[config.mk]
export PLATFORM = sky130hd
export DESIGN_NAME = alu_issue_ctrl_flat
export DESIGN_NICKNAME = d
export VERILOG_FILES = /design/src/rtl/alu_issue_ctrl_if.sv /design/src/rtl/alu_issue_ctrl.sv /design/src/flat_wrapper.sv
export SDC_FILE = /design/constraint.sdc
export NUM_CORES = 1
export LEC_CHECK = 0
export ABC_CLOCK_PERIOD_IN_PS = 5000
export CORE_ASPECT_RATIO = 0.9
export CORE_UTILIZATION = 50
export DETAILED_ROUTE_END_ITERATION = 7
export GPL_TIMING_DRIVEN = 0
export PLACE_DENSITY = 0.95
export SLEW_MARGIN = 20
export SYNTH_ARGS = -nofsm -noshare
export SYNTH_HDL_FRONTEND = slang
export SYNTH_SLANG_ARGS = --single-unit
[constraint.sdc]
create_clock -name clk -period 5 [get_ports clk]
set_input_delay 1 -clock clk [delete_from_list [all_inputs] [get_ports clk]]
set_output_delay 1 -clock clk [all_outputs]
set_load 0.01 [all_outputs]
[src/rtl/alu_issue_ctrl_if.sv]
// alu_issue_ctrl_if: issue/ALU/writeback bundle; master = issue controller, slave = pipeline and ALU
interface alu_issue_ctrl_if #(parameter int WIDTH = 32);
  logic             in_valid;
  logic             in_ready;
  logic [5:0]       in_opcode;
  logic [5:0]       in_funct;
  logic [4:0]       in_shamt;
  logic [4:0]       in_rt;
  logic [WIDTH-1:0] in_a;
  logic [WIDTH-1:0] in_b;
  logic [4:0]       op_select;
  logic [4:0]       alu_ir;
  logic [WIDTH-1:0] alu_in1;
  logic [WIDTH-1:0] alu_in2;
  logic [WIDTH-1:0] alu_result;
  logic [WIDTH-1:0] alu_result_hi;
  logic             alu_branch_taken;
  logic             out_valid;
  logic             out_ready;
  logic [WIDTH-1:0] out_result;
  logic             out_write;
  logic             out_branch;
  logic [WIDTH-1:0] hi;
  logic [WIDTH-1:0] lo;
  modport master (
    input  in_valid, in_opcode, in_funct, in_shamt, in_rt, in_a, in_b,
           alu_result, alu_result_hi, alu_branch_taken, out_ready,
    output in_ready, op_select, alu_ir, alu_in1, alu_in2,
           out_valid, out_result, out_write, out_branch, hi, lo
  );
  modport slave (
    output in_valid, in_opcode, in_funct, in_shamt, in_rt, in_a, in_b,
           alu_result, alu_result_hi, alu_branch_taken, out_ready,
    input  in_ready, op_select, alu_ir, alu_in1, alu_in2,
           out_valid, out_result, out_write, out_branch, hi, lo
  );
endinterface

[src/rtl/alu_issue_ctrl.sv]
// alu_issue_ctrl: decodes one MIPS instruction per handshake, drives the ALU, owns HI/LO, holds result for writeback (ports: clk, rst, bus master modport, out_illegal only with ALU_ILLEGAL_TRAP_EN)
module alu_issue_ctrl #(
  parameter int WIDTH       = 32,
  parameter int MULT_CYCLES = 2
) (
  input logic               clk,
  input logic               rst,
`ifdef ALU_ILLEGAL_TRAP_EN
  output logic              out_illegal,
`endif
  alu_issue_ctrl_if.master  bus
);
  typedef enum logic [1:0] {S_IDLE, S_EXEC, S_MWAIT, S_DONE} state_t;
  localparam logic [2:0] K_ALU  = 3'd0;
  localparam logic [2:0] K_MULT = 3'd1;
  localparam logic [2:0] K_MFHI = 3'd2;
  localparam logic [2:0] K_MFLO = 3'd3;
  localparam logic [2:0] K_JR   = 3'd4;
  localparam logic [2:0] K_BR   = 3'd5;
  localparam logic [2:0] K_ILL  = 3'd6;
  localparam int CW = (MULT_CYCLES > 1) ? $clog2(MULT_CYCLES) : 1;
  localparam logic [CW-1:0] CNT_LOAD = (MULT_CYCLES == 0) ? '0 : CW'(MULT_CYCLES - 1);
  state_t             state, state_nx;
  logic [4:0]         dec_op;
  logic [2:0]         dec_kind, kind;
  logic [CW-1:0]      cnt;
  logic [2*WIDTH-1:0] prod;
  always_comb begin
    {dec_op, dec_kind} = {5'h00, K_ILL};
    if (bus.in_opcode == 6'h00)
      case (bus.in_funct)
        6'h21: {dec_op, dec_kind} = {5'h00, K_ALU};
        6'h23: {dec_op, dec_kind} = {5'h01, K_ALU};
        6'h18: {dec_op, dec_kind} = {5'h02, K_MULT};
        6'h19: {dec_op, dec_kind} = {5'h03, K_MULT};
        6'h24: {dec_op, dec_kind} = {5'h04, K_ALU};
        6'h25: {dec_op, dec_kind} = {5'h05, K_ALU};
        6'h26: {dec_op, dec_kind} = {5'h06, K_ALU};
        6'h02: {dec_op, dec_kind} = {5'h07, K_ALU};
        6'h00: {dec_op, dec_kind} = {5'h08, K_ALU};
        6'h03: {dec_op, dec_kind} = {5'h09, K_ALU};
        6'h2A: {dec_op, dec_kind} = {5'h0A, K_ALU};
        6'h2B: {dec_op, dec_kind} = {5'h0B, K_ALU};
        6'h08: {dec_op, dec_kind} = {5'h12, K_JR};
        6'h10: {dec_op, dec_kind} = {5'h00, K_MFHI};
        6'h12: {dec_op, dec_kind} = {5'h00, K_MFLO};
        default: {dec_op, dec_kind} = {5'h00, K_ILL};
      endcase
    else
      case (bus.in_opcode)
        6'h09: {dec_op, dec_kind} = {5'h00, K_ALU};
        6'h0C: {dec_op, dec_kind} = {5'h04, K_ALU};
        6'h0D: {dec_op, dec_kind} = {5'h05, K_ALU};
        6'h0E: {dec_op, dec_kind} = {5'h06, K_ALU};
        6'h0A: {dec_op, dec_kind} = {5'h0A, K_ALU};
        6'h0B: {dec_op, dec_kind} = {5'h0B, K_ALU};
        6'h04: {dec_op, dec_kind} = {5'h0C, K_BR};
        6'h05: {dec_op, dec_kind} = {5'h0D, K_BR};
        6'h06: {dec_op, dec_kind} = {5'h0E, K_BR};
        6'h07: {dec_op, dec_kind} = {5'h0F, K_BR};
        6'h01: {dec_op, dec_kind} = bus.in_rt == 5'd0 ? {5'h10, K_BR}
                                  : bus.in_rt == 5'd1 ? {5'h11, K_BR} : {5'h00, K_ILL};
        default: {dec_op, dec_kind} = {5'h00, K_ILL};
      endcase
  end
  always_comb begin
    state_nx = state == S_IDLE  ? (bus.in_valid ? S_EXEC : S_IDLE)
             : state == S_EXEC  ? ((kind == K_MULT && MULT_CYCLES > 0) ? S_MWAIT : S_DONE)
             : state == S_MWAIT ? (cnt == '0 ? S_DONE : S_MWAIT)
             : (bus.out_ready ? S_IDLE : S_DONE);
  end
  always_ff @(posedge clk)
    state <= rst ? S_IDLE : state_nx;
  assign bus.in_ready  = state == S_IDLE;
  assign bus.out_valid = state == S_DONE;
  always_ff @(posedge clk) begin
    if (rst) begin
      bus.op_select  <= '0;
      bus.alu_ir     <= '0;
      bus.alu_in1    <= '0;
      bus.alu_in2    <= '0;
      bus.out_result <= '0;
      bus.out_write  <= 1'b0;
      bus.out_branch <= 1'b0;
      bus.hi         <= '0;
      bus.lo         <= '0;
      kind           <= K_ALU;
      cnt            <= '0;
      prod           <= '0;
`ifdef ALU_ILLEGAL_TRAP_EN
      out_illegal    <= 1'b0;
`endif
    end else begin
      if (state == S_IDLE && bus.in_valid) begin
        bus.op_select <= dec_op;
        bus.alu_ir    <= bus.in_shamt;
        bus.alu_in1   <= bus.in_a;
        bus.alu_in2   <= bus.in_b;
        kind          <= dec_kind;
      end
      if (state == S_EXEC) begin
        prod           <= {bus.alu_result_hi, bus.alu_result};
        cnt            <= CNT_LOAD;
        // without wait cycles the product commits here; out_result already carries lo
        if (kind == K_MULT && MULT_CYCLES == 0)
          {bus.hi, bus.lo} <= {bus.alu_result_hi, bus.alu_result};
        bus.out_result <= kind == K_MFHI ? bus.hi
                        : kind == K_MFLO ? bus.lo
                        : (kind == K_BR || kind == K_ILL) ? '0 : bus.alu_result;
        bus.out_write  <= kind == K_ALU || kind == K_MFHI || kind == K_MFLO;
        bus.out_branch <= kind == K_BR && bus.alu_branch_taken;
`ifdef ALU_ILLEGAL_TRAP_EN
        out_illegal    <= kind == K_ILL;
`endif
      end
      if (state == S_MWAIT) begin
        cnt <= cnt - CW'(1);
        if (cnt == '0) begin
          {bus.hi, bus.lo} <= prod;
          bus.out_result   <= prod[WIDTH-1:0];
        end
      end
    end
  end
endmodule

[src/flat_wrapper.sv]
// flat-port wrapper written by rule: the top's interface ports become plain ports
module alu_issue_ctrl_flat 
#(
  parameter int WIDTH       = 32,
  parameter int MULT_CYCLES = 2
)
  (clk, rst, bus_in_valid, bus_in_opcode, bus_in_funct, bus_in_shamt, bus_in_rt, bus_in_a, bus_in_b, bus_alu_result, bus_alu_result_hi, bus_alu_branch_taken, bus_out_ready, bus_in_ready, bus_op_select, bus_alu_ir, bus_alu_in1, bus_alu_in2, bus_out_valid, bus_out_result, bus_out_write, bus_out_branch, bus_hi, bus_lo);
  alu_issue_ctrl_if #(.WIDTH(WIDTH)) bus_i ();
  input logic clk;
  input logic rst;
  input wire logic [$bits(bus_i.in_valid)-1:0] bus_in_valid;
  input wire logic [$bits(bus_i.in_opcode)-1:0] bus_in_opcode;
  input wire logic [$bits(bus_i.in_funct)-1:0] bus_in_funct;
  input wire logic [$bits(bus_i.in_shamt)-1:0] bus_in_shamt;
  input wire logic [$bits(bus_i.in_rt)-1:0] bus_in_rt;
  input wire logic [$bits(bus_i.in_a)-1:0] bus_in_a;
  input wire logic [$bits(bus_i.in_b)-1:0] bus_in_b;
  input wire logic [$bits(bus_i.alu_result)-1:0] bus_alu_result;
  input wire logic [$bits(bus_i.alu_result_hi)-1:0] bus_alu_result_hi;
  input wire logic [$bits(bus_i.alu_branch_taken)-1:0] bus_alu_branch_taken;
  input wire logic [$bits(bus_i.out_ready)-1:0] bus_out_ready;
  output wire logic [$bits(bus_i.in_ready)-1:0] bus_in_ready;
  output wire logic [$bits(bus_i.op_select)-1:0] bus_op_select;
  output wire logic [$bits(bus_i.alu_ir)-1:0] bus_alu_ir;
  output wire logic [$bits(bus_i.alu_in1)-1:0] bus_alu_in1;
  output wire logic [$bits(bus_i.alu_in2)-1:0] bus_alu_in2;
  output wire logic [$bits(bus_i.out_valid)-1:0] bus_out_valid;
  output wire logic [$bits(bus_i.out_result)-1:0] bus_out_result;
  output wire logic [$bits(bus_i.out_write)-1:0] bus_out_write;
  output wire logic [$bits(bus_i.out_branch)-1:0] bus_out_branch;
  output wire logic [$bits(bus_i.hi)-1:0] bus_hi;
  output wire logic [$bits(bus_i.lo)-1:0] bus_lo;
  assign bus_i.in_valid = bus_in_valid;
  assign bus_i.in_opcode = bus_in_opcode;
  assign bus_i.in_funct = bus_in_funct;
  assign bus_i.in_shamt = bus_in_shamt;
  assign bus_i.in_rt = bus_in_rt;
  assign bus_i.in_a = bus_in_a;
  assign bus_i.in_b = bus_in_b;
  assign bus_i.alu_result = bus_alu_result;
  assign bus_i.alu_result_hi = bus_alu_result_hi;
  assign bus_i.alu_branch_taken = bus_alu_branch_taken;
  assign bus_i.out_ready = bus_out_ready;
  assign bus_in_ready = bus_i.in_ready;
  assign bus_op_select = bus_i.op_select;
  assign bus_alu_ir = bus_i.alu_ir;
  assign bus_alu_in1 = bus_i.alu_in1;
  assign bus_alu_in2 = bus_i.alu_in2;
  assign bus_out_valid = bus_i.out_valid;
  assign bus_out_result = bus_i.out_result;
  assign bus_out_write = bus_i.out_write;
  assign bus_out_branch = bus_i.out_branch;
  assign bus_hi = bus_i.hi;
  assign bus_lo = bus_i.lo;
  alu_issue_ctrl #(.WIDTH(WIDTH), .MULT_CYCLES(MULT_CYCLES)) u_core (.clk(clk), .rst(rst), .bus(bus_i));
endmodule
# ---- Word level (Yosys, flattened, before mapping)
# Memory sizes are Yosys's and may differ from the RTL's.
# Cells that the tools add are included.
dict set report word_totals {
  regBits 242
  romBits 512
  inputBits 155
  out_inout_bits 174
  wordCells 70
  n_memories 1
}
dict set report classes {
  addsub 1
  n_eq_ne 20
  mux 21
  bitwise_logic 1
  n_reduce_logical 13
}
# name words width rd rd_ports_with_merged_regs write_ports line_no
set mem_list {}
lappend mem_list {{(no name shown)} 64 8 1 0 0 alu_issue_ctrl.sv:31} ;# case (bus.in_funct)
# cell n
set ops {}
lappend ops {{$mux W32} 6}
lappend ops {{$pmux W5 S10} 1}
lappend ops {{$eq A6 B4 Y1 const B} 6}
lappend ops {{$eq A6 B3 Y1 const B} 4}
lappend ops {{$mux W8} 2}
lappend ops {{$pmux W3 S3} 1}
lappend ops {{$mux W2} 4}
lappend ops {{$eq A3 B2 Y1 const B} 2}
lappend ops {{$eq A3 B3 Y1 const B} 2}
lappend ops {{$eq A6 B1 Y1 const B} 1}
lappend ops {{$logic_not A6 Y1} 1}
lappend ops {{$reduce_or A6 Y1} 1}
lappend ops {{$eq A5 B1 Y1 const B} 1}
lappend ops {{$logic_not A5 Y1} 1}
lappend ops {{$mux W1} 5}
lappend ops {{$mux W5} 1}
lappend ops {{$eq A2 B2 Y1 const B} 2}
lappend ops {{$reduce_or A4 Y1} 1}
lappend ops {{$eq A3 B1 Y1 const B} 1}
lappend ops {{$logic_not A3 Y1} 1}
lappend ops {{$logic_or A1 B1 Y1} 3}
lappend ops {{$mux W3} 1}
lappend ops {{$eq A2 B1 Y1 const B} 1}
lappend ops {{$logic_and A1 B1 Y1} 2}
lappend ops {{5 further kinds} 5}

# ---- Longest topological paths before layout
# Gate-level depths: netlist of run 1.
dict set report logic_depth {
  depth_word 8
  ltp_mapped 8
  mapped_depth_nobuf 7
}

# ---- Least setup slack after synthesis of run 1
# Ideal clock, no wire load.
dict set report synth_path {
  kind {input to register}
  start {input bus_in_opcode[2]}
  end {register u_core.kind[1]}
  setup_ns 0.116
  arrival_ns 2.137
  required_ns 4.884
  setup_slack_ns 2.747
  stages 6
  n_path_buf 1
  path_cell_list {buf_2 or4_4 nor3_2 nand2_1 a21o_1 o211a_1}
}
dict set report synth_via {
  elab_chain_cells 4
  elab_cells_between_ends 16
  classes_between {11 x eq/ne; 2 x mux; 3 x reduce/logical}
}
# element line_no
set synth_lines {}
lappend synth_lines {{start, declared} flat_wrapper.sv:12} ;# input wire logic [$bits(bus_i.in_opcode)-1:0] bus_in_opcode;
lappend synth_lines {{$eq A6 B4 Y1 / $eq A6 B3 Y1 (equally long branches)} alu_issue_ctrl.sv:50} ;# case (bus.in_opcode)
lappend synth_lines {{$reduce_or A6 Y1 (no line) / $reduce_or A4 Y1 (equally long branches)} -}
lappend synth_lines {{$pmux W3 S3} alu_issue_ctrl.sv:50}
lappend synth_lines {{$mux W3 (*)} alu_issue_ctrl.sv:30} ;# if (bus.in_opcode == 6'h00)
lappend synth_lines {{end signal, assigned} alu_issue_ctrl.sv:99} ;# kind <= dec_kind;
lappend synth_lines {{end, declared} alu_issue_ctrl.sv:25} ;# logic [2:0] dec_kind, kind;
# Mark *: on every way between the ends. The rest lies on a longest branch, timed or not.
# A chain may end at the register's enable or synchronous reset.

# ---- Final worst setup path of run 1
dict set report layout_path {
  start {register u_core.state[0]}
  end {output bus_in_ready}
}
dict set report layout_via {
  elab_chain_cells 1
}
# element line_no
set layout_lines {}
lappend layout_lines {{start, declared} alu_issue_ctrl.sv:23} ;# state_t state, state_nx;
lappend layout_lines {{start signal, assigned} alu_issue_ctrl.sv:73} ;# state <= rst ? S_IDLE : state_nx;
lappend layout_lines {{$logic_not A2 Y1} alu_issue_ctrl.sv:74} ;# assign bus.in_ready = state == S_IDLE;
lappend layout_lines {{end, declared} flat_wrapper.sv:22} ;# output wire logic [$bits(bus_i.in_ready)-1:0] bus_in_ready;
# No other way between the ends.

==> results of run 1 <==
==> kinds of logic after synthesis <==
kind of cell | after synthesis | synth area share
fa+ha+maj | 8 | 0.0100
buf+inv | 118 | 0.0490
compound gates | 276 | 0.166
mux | 65 | 0.0652
simple gates | 563 | 0.225
flops | 242 | 0.485
==> layout make-up <==
type                    instances  area [um^2]
multi-input cells             912         4650
inverters                      10         37.5
clock inverters                 5         78.8
fillers                      1311         4980
plain buffers                 108          452
clock buffers                  39          738
repair buffers                323         3230
flip-flops and latches        242         4840
well taps                     250          313
diodes                          4         10.0
==> state kept, by name, indices dropped and copies added, names as in the netlist <==
| register | flops |
|---|---|
| u_core.bus.alu_in1 | 32 |
| u_core.bus.alu_in2 | 32 |
| u_core.bus.alu_ir | 5 |
| u_core.bus.hi | 32 |
| u_core.bus.lo | 32 |
| u_core.bus.op_select | 5 |
| u_core.bus.out_branch | 1 |
| u_core.bus.out_result | 32 |
| u_core.bus.out_write | 1 |
| u_core.cnt | 1 |
| u_core.kind | 3 |
| u_core.prod | 64 |
| u_core.state | 2 |
==> path summary, 6_finish.rpt <==
| path | from | slack [ns] | endpoint | cells after the start |
|---|---|---|---|---|
| max | u_core.state[0] | 2.22 | bus_in_ready | 3 |
| min | u_core.bus.alu_in2[18] | 0.45 | u_core.bus.alu_in2[18] | 2 |
| max reg2reg | u_core.state[0] | 2.74 | u_core.bus.alu_in2[22] | 7 |
| min reg2reg | u_core.bus.alu_in2[18] | 0.45 | u_core.bus.alu_in2[18] | 2 |
==> layout by cell type (no fill, tap or decap), types with 7 or more instances in the layout <==
cell type,netlist,routed
a21oi_1,148,148
dfxtp_1,242,242
mux2i_1,65,65
o21ai_0,39,39
buf_1,11,11
nand3_1,7,7
nor2b_1,7,7
a211oi_1,33,33
clkbuf_1,66,74
nor3_1,39,39
nor2_1,173,173
a221oi_1,32,32
clkbuf_16,0,25
buf_2,28,28
inv_1,9,9
nand2_1,320,320
ha_1,8,8
clkdlybuf4s50_1,0,323
==> stage by stage <==
step	worst slack, ns	area [um^2]	utilization	power (uW)
floorplan	2.75	9980	-	2730
global placement	2.07	13500	0.700	3190
detailed placement	2.03	13500	0.700	3230
CTS	2.22	14300	0.742	5070
global route	2.15	14400	0.742	5260
finish	2.22	14400	0.742	5100
==> worst max-delay path, stage by stage (launching register included) <==
cell and delay [ns]:
dfxtp_1 0.33, inv_1 0.09, ha_1 0.27, clkdlybuf4s50_1 0.59
==> power groups by stage <==
stage,logic [uW],clock network (uW),registers [uW]
after CTS,1040,1870,2160
after global placement,1000,0,2190
after floorplan,512,0,2220
after global routing,1130,1950,2180
final,1060,1880,2170
after detailed placement,1030,0,2200
==> layer usage <==
| layer | vias to the layer above | global-route usage | wire, um |
|---|---|---|---|
| met1 | 5052 | 0.421 | 13500 |
| met3 | 146 | 0.0681 | 3940 |
| li1 | 4997 | - | - |
| met2 | 751 | 0.589 | 17400 |
| met4 | 0 | 0.179 | 1970 |
| met5 | - | 0 | 0 |
==> metrics.csv, run 1 <==
stage;metric;value;unit
synthesis;ys_seq_elements;242;
placed_design;hpwlAfterDp;27100;um
global_routing;grt_max_degree;14;
route;drt-total-wl;36800;um
sta;worstMarginPinSlew;0.722;ns
synthesis;synth.distinct_cells;42;
synthesis;yosys_warnings;0;
hold_path;hp-class;reg -> reg;
synthesis;synthTopCellsByCount;nand2_1, dfxtp_1, nor2_1;
route;drtPass1Iterations;6;
synthesis;synth_cells;1272;
clock_network;post_cts_buffers;0;
clock_network;clk_latency;0.53;ns
flow_run;max_cap_violations;0;
sta;maxSlewViolCount;0;
clock_network;h-tree-depth;1;
floorplanning;io_pins;329;
route;viasPerCell;5.78;
sta;fin_crit;2.78;ns
status;outcome;finished, final reports clean;
sta;finalCritPeriodShare;0.556;
power_and_ir_drop;p_sw;1430;uW
sta;hold_ws;0.454;ns
placed_design;place_inst;1845;
power_and_ir_drop;clkPwrFrac;0.368;
route;dr_total_vias;10900;
floorplanning;coreArea;0.0193;mm^2
clock_network;root_buffer;clkbuf_16;
sta;finalSetupViolCount;0;
clock_network;cts_resized;0;
clock_network;cts_buffers;25;
global_routing;gr-usage-all-layers;0.349;
final_layout;drive_above_1_share;0.0433;
global_routing;antenna_found_initial;3;
synthesis;yosys.area.top_type_share;0.485;
clock_network;cts.reportedPaths.clkPinSlew;0.06;ns
floorplanning;die_w;151;um
clock_network;cts_num_sinks;242;
power_and_ir_drop;power_density;355;mW/mm^2
synthesis;syn_area;0.00998;mm^2
sta;relSlewSlack;0.519;
worst_setup_path;cp_max_fo;4;
sta;hold_violations;0;
placed_design;globalplace.congestion;0.941;
clock_network;clockBufferDepth;3;
global_routing;grt_pass1_wl;55500;um
synthesis;synth_nets;1435;
route;drc;0;
route;drtIter0Drc;1172;
floorplanning;die_y;136;um
synthesis;synth_edf_count;0;
clock_network;cts_hold_buffers;0;
final_layout;final_cells;1893;
sta;skew;0.0220;ns
synthesis;yosys.cell_count.top_type;nand2_1;
worst_setup_path;start_kind;register;
floorplanning;rows;48;
power_and_ir_drop;leakage;0.00519;uW
clock_network;tritoncts;done;
final_layout;fin_nets;1785;
synthesis;ys_seq_area_frac;0.485;
power_and_ir_drop;switching_share;0.281;
sta;rsz0062_at_grt;false;
route;wl_per_cell;19.4;um
final_layout;synthToLayoutAreaGrowth;43.8;%
synthesis;ys_async_sr_fraction;0;
floorplanning;dieArea;0.0205;mm^2
sta;tns;0;ns
power_and_ir_drop;combPwrFrac;0.207;
worst_setup_path;critPathRequiredTime;4.00;ns
synthesis;yosysTopAreaCell;dfxtp_1;
power_and_ir_drop;power_frac_seq;0.425;
synthesis;synth_area_leaders;dfxtp_1, nand2_1, a21oi_1;
global_routing;grt_pass1_vias;10600;
floorplanning;start_util;0.516;
synthesis;avgSynthCellArea;7.85;um^2
power_and_ir_drop;internal_power;3670;uW
synthesis;synthFlopType;dfxtp_1;
route;ant_nets;0;
power_and_ir_drop;ir_drop;0.000291;V
global_routing;grt_overflow;0;
placed_design;portBuffers;323;
worst_setup_path;critPathKind;reg -> out;
worst_setup_path;cp.arrival;1.78;ns
worst_setup_path;critical_path.endpoint_type;output port;
sta;clock.fmax;0.360;GHz
(Power assumes the default switching activity.)
==> inputs of run 2 (changes only) <==
--- a/config.mk
+++ b/config.mk
@@ -5,12 +5,12 @@
 export SDC_FILE = /design/constraint.sdc
 export NUM_CORES = 1
 export LEC_CHECK = 0
-export ABC_CLOCK_PERIOD_IN_PS = 5000
+export ABC_CLOCK_PERIOD_IN_PS = 2530
 export CORE_ASPECT_RATIO = 0.9
-export CORE_UTILIZATION = 50
+export CORE_UTILIZATION = 42
 export DETAILED_ROUTE_END_ITERATION = 7
 export GPL_TIMING_DRIVEN = 0
-export PLACE_DENSITY = 0.95
+export PLACE_DENSITY = 0.88
 export SLEW_MARGIN = 20
 export SYNTH_ARGS = -nofsm -noshare
 export SYNTH_HDL_FRONTEND = slang
==> constraint.sdc (replaced) <==
create_clock -name clk -period 2.53 [get_ports clk]
set_input_delay 0.506 -clock clk [delete_from_list [all_inputs] [get_ports clk]]
set_output_delay 0.506 -clock clk [all_outputs]
set_load 0.01 [all_outputs]
==> run 2 against run 1 <==
Clock power increased by 110%; via count is 2.1% lower; sequential cell count is the same; non-clock buffer count stayed put; count of clock-buffer cells in the layout unchanged; routed wire length shrank 1.7%; first-iteration DRC count shrank 3.9%; largest power group unchanged.
==> metrics.csv, run 2 (synthesis results as in run 1) <==
stage;metric;value;unit;change
power_and_ir_drop;clkPwrFrac;0.387;;+0.019
final_layout;final_cell_mix;clkdlybuf4s50_1, nand2_1, dfxtp_1;;
flow_run;max_cap_violations;0;;unchanged
placed_design;portBuffers;323;;unchanged
worst_setup_path;critical_path.endpoint_type;register;;
route;drtPass1Iterations;6;;unchanged
placed_design;hpwlAfterDp;27100;um;about the same
worst_setup_path;critPathRequiredTime;2.98;ns;-1.02 ns
global_routing;antenna_found_initial;1;;-2
clock_network;root_buffer;clkbuf_16;;
global_routing;grt_overflow;0;;unchanged
final_layout;final_cells;1945;;+2.7%
route;drt-total-wl;36200;um;-1.7%
clock_network;tritoncts;done;;
worst_setup_path;rrSetupSlack;0.17;ns;-2.57 ns
placed_design;place_inst;1897;;+2.8%
hold_path;hold_end;u_core.kind[2];;
sta;rsz0062_at_grt;false;;
worst_setup_path;critPathKind;reg -> reg;;
power_and_ir_drop;combPwrFrac;0.201;;-0.006
sta;maxSlewViolCount;0;;unchanged
global_routing;grt_max_degree;14;;unchanged
floorplanning;dieArea;0.0244;mm^2;+19%
clock_network;cts_resized;0;;unchanged
sta;finalSetupViolCount;0;;unchanged
route;ant_nets;0;;unchanged
clock_network;cts_buffers;26;;+4.0%
power_and_ir_drop;switching_share;0.277;;-0.00397
clock_network;post_cts_buffers;0;;unchanged
sta;skew;0.0146;ns;-0.00742 ns
final_layout;drive_above_1_share;0.0469;;+0.00357
hold_path;hp-class;in -> reg;;
power_and_ir_drop;p_sw;2870;uW;+100%
global_routing;grt_pass1_vias;10500;;-1.5%
floorplanning;start_util;0.428;;-0.0886
sta;finalCritPeriodShare;0.931;;
hold_path;worstHoldStart;bus_in_funct[5];;
worst_setup_path;cp_max_fo;10;;+6
worst_setup_path;start_kind;register;;
route;viasPerCell;5.51;;-4.7%
sta;fin_crit;2.36;ns;
sta;clock.fmax;0.424;GHz;
route;drc;0;;unchanged
final_layout;synthToLayoutAreaGrowth;45.3;%;
sta;hold_violations;0;;unchanged
placed_design;globalplace.congestion;0.943;;+0.20%
power_and_ir_drop;ir_drop;0.000841;V;+190%
final_layout;largest_register;u_core.prod;;
global_routing;gr-usage-all-layers;0.291;;-0.0581
final_layout;seq_area;0.00484;mm^2;unchanged
floorplanning;coreArea;0.0233;mm^2;+21%
worst_setup_path;r2r_end;u_core.bus.alu_in2[5];;
route;dr_total_vias;10700;;-2.1%
floorplanning;die_y;148;um;+9.0%
worst_setup_path;cp.arrival;2.81;ns;+1.03 ns
route;drtIter0Drc;1126;;-3.9%
power_and_ir_drop;leakage;0.00524;uW;+0.96%
sta;relSlewSlack;0.527;;+0.00812
clock_network;h-tree-depth;1;;unchanged
floorplanning;rows;53;;+10%
clock_network;clk_latency;0.53;ns;about the same
final_layout;fin_nets;1786;;+0.056%
floorplanning;io_pins;329;;unchanged
status;outcome;finished, final reports clean;;
clock_network;cts_num_sinks;242;;unchanged
worst_setup_path;timing.rr.start;u_core.state[1];;
clock_network;clockBufferDepth;3;;unchanged
clock_network;cts.reportedPaths.clkPinSlew;0.07;ns;about the same
hold_path;holdPathStages;3;;+1
placed_design;pre_cts_ws;-0.0193;ns;-2.04 ns
route;wl_per_cell;18.6;um;-4.3%
sta;setup_ws;0.174;ns;-2.05 ns
power_and_ir_drop;power_density;715;mW/mm^2;+100%
power_and_ir_drop;internal_power;7500;uW;+100%
final_layout;largest_reg_flops;64;;unchanged
final_layout;final_common_cell;clkdlybuf4s50_1;;
global_routing;grt_pass1_wl;55500;um;about the same
clock_network;cts_hold_buffers;0;;unchanged
power_and_ir_drop;power_frac_seq;0.413;;-0.012
floorplanning;die_w;165;um;+9.0%
sta;worstMarginPinSlew;0.710;ns;-0.0122 ns
final_layout;multiInputGateArea;0.00465;mm^2;unchanged
worst_setup_path;r2r_cells;7;;unchanged
final_layout;fill_cells;1963;;+50%
[run 2: changes by cell type in the layout (fill, tap and decap cells not counted)]
cell       change
inv_6          -1
bufinv_16      +1
clkinv_2       +3
clkbuf_8       +1
clkbuf_16      +2
diode_2        -3
clkbuf_1       -3
[run 2: worst max-delay path, stage by stage, from the launching register on]
cell,delay [ns]
dfxtp_1,0.38
inv_1,0.09
ha_1,0.27
nand2_1,0.25
clkbuf_1,0.52
clkbuf_1,0.48
nand2_1,0.12
a21oi_1,0.16
[run 2: metrics by stage]
stage	utilization	power, uW	setup TNS (ns)	instance area [um^2]	hold WS [ns]
floorplan	-	5400	0	9980	0.431
finish	0.621	10400	0	14500	0.427
global route	0.621	10700	0	14500	0.448
CTS	0.621	10400	0	14500	0.419
detailed placement	0.582	6390	-0.0438	13600	0.446
global placement	0.582	6330	0	13600	0.439
[run 2: power by group through the flow]
stage | clock [uW] | combinational, uW | sequential, uW
after floorplan | 0 | 1010 | 4390
after global placement | 0 | 1990 | 4340
after detailed placement | 0 | 2040 | 4350
after CTS | 4030 | 2060 | 4270
after global routing | 4200 | 2240 | 4300
final | 4010 | 2080 | 4280
[run 2: routing by layer]
metal | GRT usage | part of all wire | vias to the layer above
met4 | 0.165 | 0.058 | 0
li1 | - | - | 4992
met3 | 0.0619 | 0.094 | 133
met1 | 0.362 | 0.39 | 4948
met5 | 0 | 0 | -
met2 | 0.466 | 0.45 | 644
[run 2: worst max-delay path by stage]
stage	cells after the start	startpoint	end
after detailed placement	7	bus_in_valid	u_core.bus.alu_in2[30]
after CTS	3	u_core.state[1]	bus_in_ready
after global placement	7	bus_in_valid	u_core.bus.alu_in2[24]
after floorplan	6	bus_in_opcode[2]	u_core.kind[1]
after global routing	7	u_core.state[0]	u_core.bus.alu_in2[3]
final	7	u_core.state[1]	u_core.bus.alu_in2[5]
[run 2: area by class of cell]
cell class                      count  area share
Sequential cell                   242       0.334
Antenna cell                        1    0.000173
Timing Repair Buffer              323       0.223
Tap cell                          302      0.0261
Multi-Input combinational cell    912       0.321
Buffer                            108      0.0311
Clock inverter                      8     0.00794
Clock buffer                       39      0.0545
Inverter                           10     0.00259
==> inputs of run 3 (changes only) <==
--- a/config.mk
+++ b/config.mk
@@ -10,6 +10,7 @@
 export CORE_UTILIZATION = 42
 export DETAILED_ROUTE_END_ITERATION = 7
 export GPL_TIMING_DRIVEN = 0
+export MAX_ROUTING_LAYER = met4
 export PLACE_DENSITY = 0.88
 export SLEW_MARGIN = 20
 export SYNTH_ARGS = -nofsm -noshare
==> run 3 against run 2 <==
Critical path depth did not move; largest power group unchanged; largest cell class unchanged; highest routed layer unchanged; setup slack better by 0.045 ns; sequential power hardly changed.
==> metrics.csv, run 3 (synthesis results as in run 1) <==
stage;metric;value;unit;change
sta;skew;0.0249;ns;+0.0103 ns
floorplanning;coreArea;0.0233;mm^2;unchanged
clock_network;post_cts_buffers;0;;unchanged
global_routing;grt_max_degree;14;;unchanged
sta;worstMarginPinSlew;0.687;ns;-0.0229 ns
final_layout;fill_cells;1953;;-0.51%
worst_setup_path;critical_path.slowest_cell;clkbuf_1;;
floorplanning;die_y;148;um;unchanged
worst_setup_path;crit_path_start;u_core.state[0];;
flow_run;max_cap_violations;0;;unchanged
route;drtIter0Drc;1354;;+20%
floorplanning;io_pins;329;;unchanged
final_layout;final_cell_mix;clkdlybuf4s50_1, nand2_1, dfxtp_1;;
worst_setup_path;cp_cell_sequence;inv_1, ha_1, nand2_1, clkbuf_1, clkbuf_1, nand2_1, a21oi_1;;
placed_design;hpwlAfterDp;27100;um;+0.14%
global_routing;antenna_found_initial;2;;+1
sta;finalSetupViolCount;0;;unchanged
worst_setup_path;critPathKind;reg -> reg;;
clock_network;root_buffer;clkbuf_16;;
final_layout;fin_nets;1787;;+0.056%
global_routing;grt_overflow;0;;unchanged
route;wl_per_cell;18.9;um;+1.4%
sta;finalCritPeriodShare;0.913;;-0.0179
final_layout;synthToLayoutAreaGrowth;45.1;%;
clock_network;cts_buffers;27;;+3.8%
floorplanning;start_util;0.428;;unchanged
final_layout;utilization;0.621;;-0.000750
global_routing;grt_busiest_layer;met2;;
placed_design;portBuffers;323;;unchanged
sta;rsz0062_at_grt;false;;
worst_setup_path;cp_max_fo;10;;unchanged
final_layout;drive_above_1_share;0.0469;;unchanged
global_routing;grt_pass1_vias;10500;;+0.086%
sta;maxSlewViolCount;0;;unchanged
clock_network;cts_num_sinks;242;;unchanged
clock_network;cts.reportedPaths.clkPinSlew;0.06;ns;about the same
power_and_ir_drop;leakage;0.00523;uW;-0.31%
global_routing;gr-usage-all-layers;0.300;;+0.00861
worst_setup_path;cp.arrival;2.75;ns;-0.06 ns
route;dr_total_vias;10800;;+0.47%
sta;relSlewSlack;0.542;;+0.0152
global_routing;use_met2;0.471;;+0.00504
route;drt-total-wl;36700;um;+1.4%
global_routing;grt_pass1_wl;55500;um;unchanged
clock_network;cts_hold_buffers;0;;unchanged
route;ant_nets;0;;unchanged
worst_setup_path;start_kind;register;;
worst_setup_path;timing.rr.start;u_core.state[0];;
placed_design;globalplace.congestion;0.956;;+1.4%
clock_network;h-tree-depth;1;;unchanged
clock_network;clockBufferDepth;3;;unchanged
final_layout;final_common_cell;clkdlybuf4s50_1;;
route;drc;0;;unchanged
hold_path;worstHoldStart;bus_in_funct[5];;
worst_setup_path;critPathRequiredTime;2.97;ns;about the same
hold_path;hp-class;in -> reg;;
route;viasPerCell;5.53;;+0.41%
floorplanning;die_w;165;um;unchanged
floorplanning;rows;53;;unchanged
worst_setup_path;cp_slowest_stage_delay;0.52;ns;about the same
power_and_ir_drop;power_density;713;mW/mm^2;-0.35%
global_routing;gr-usage-met3;0.0516;;-0.0103
final_layout;largest_reg_flops;64;;unchanged
floorplanning;dieArea;0.0244;mm^2;unchanged
clock_network;cts_resized;0;;unchanged
sta;tns;0;ns;unchanged
sta;hold_violations;0;;unchanged
status;outcome;finished, final reports clean;;
power_and_ir_drop;ir_drop;0.000592;V;-30%
clock_network;clk_latency;0.53;ns;about the same
global_routing;gr-usage-met1;0.372;;+0.00954
route;drtPass1Iterations;5;;-1
sta;clock.fmax;0.433;GHz;+2.0%
final_layout;largest_register;u_core.prod;;
worst_setup_path;critical_path.endpoint_type;register;;
sta;fin_crit;2.31;ns;-0.0453 ns
clock_network;tritoncts;done;;
-- run 3: final timing paths --
kind | endpoint | slack [ns] | cells after the start
setup / recovery | u_core.bus.alu_in1[18] | 0.22 | 7
hold / removal | u_core.kind[2] | 0.42 | 3
setup reg to reg | u_core.bus.alu_in1[18] | 0.22 | 7
hold reg to reg | u_core.bus.hi[31] | 0.45 | 2
-- run 3: stage by stage --
step	power (uW)	area [um^2]	setup WS, ns	hold slack [ns]	instances
6_report	10300	14500	0.219	0.417	1946
5_1_grt	10700	14500	0.0775	0.439	1946
4_1_cts	10300	14500	0.228	0.420	1944
3_5_place_dp	6400	13600	0.0246	0.446	1897
3_3_place_gp	6330	13600	0.0404	0.439	1897
2_1_floorplan	5400	9980	0.771	0.431	1272
-- run 3: cell type report --
| type | count | area, um^2 | share of cell area |
|---|---|---|---|
| flip-flops and latches | 242 | 4840 | 0.334 |
| well taps | 302 | 378 | 0.0261 |
| multi-input cells | 912 | 4650 | 0.321 |
| clock buffers | 38 | 777 | 0.0536 |
| diodes | 2 | 5.00 | 0.000345 |
| plain buffers | 108 | 452 | 0.0312 |
| repair buffers | 323 | 3230 | 0.223 |
| inverters | 10 | 37.5 | 0.00259 |
| clock inverters | 9 | 109 | 0.00751 |
-- run 3: report_power, final --
part	switching, uW	internal (uW)
clock	1620	2340
combinational	1130	961
sequential	191	4090
-- run 3: per-layer routing --
metal	part of all wire	vias up
li1	-	4996
met1	0.40	5002
met2	0.46	642
met3	0.087	127
met4	0.050	0
met5	0	-
-- run 3: worst max-delay path, delay by kind of cell, from the launching register on --
family                     cells  cell delay (ns)
and+or+nand+nor                2             0.37
adders and majority gates      1             0.27
buffers and inverters          3             1.03
DFF                            1             0.36
AOI/OAI and AO/OA              1             0.17
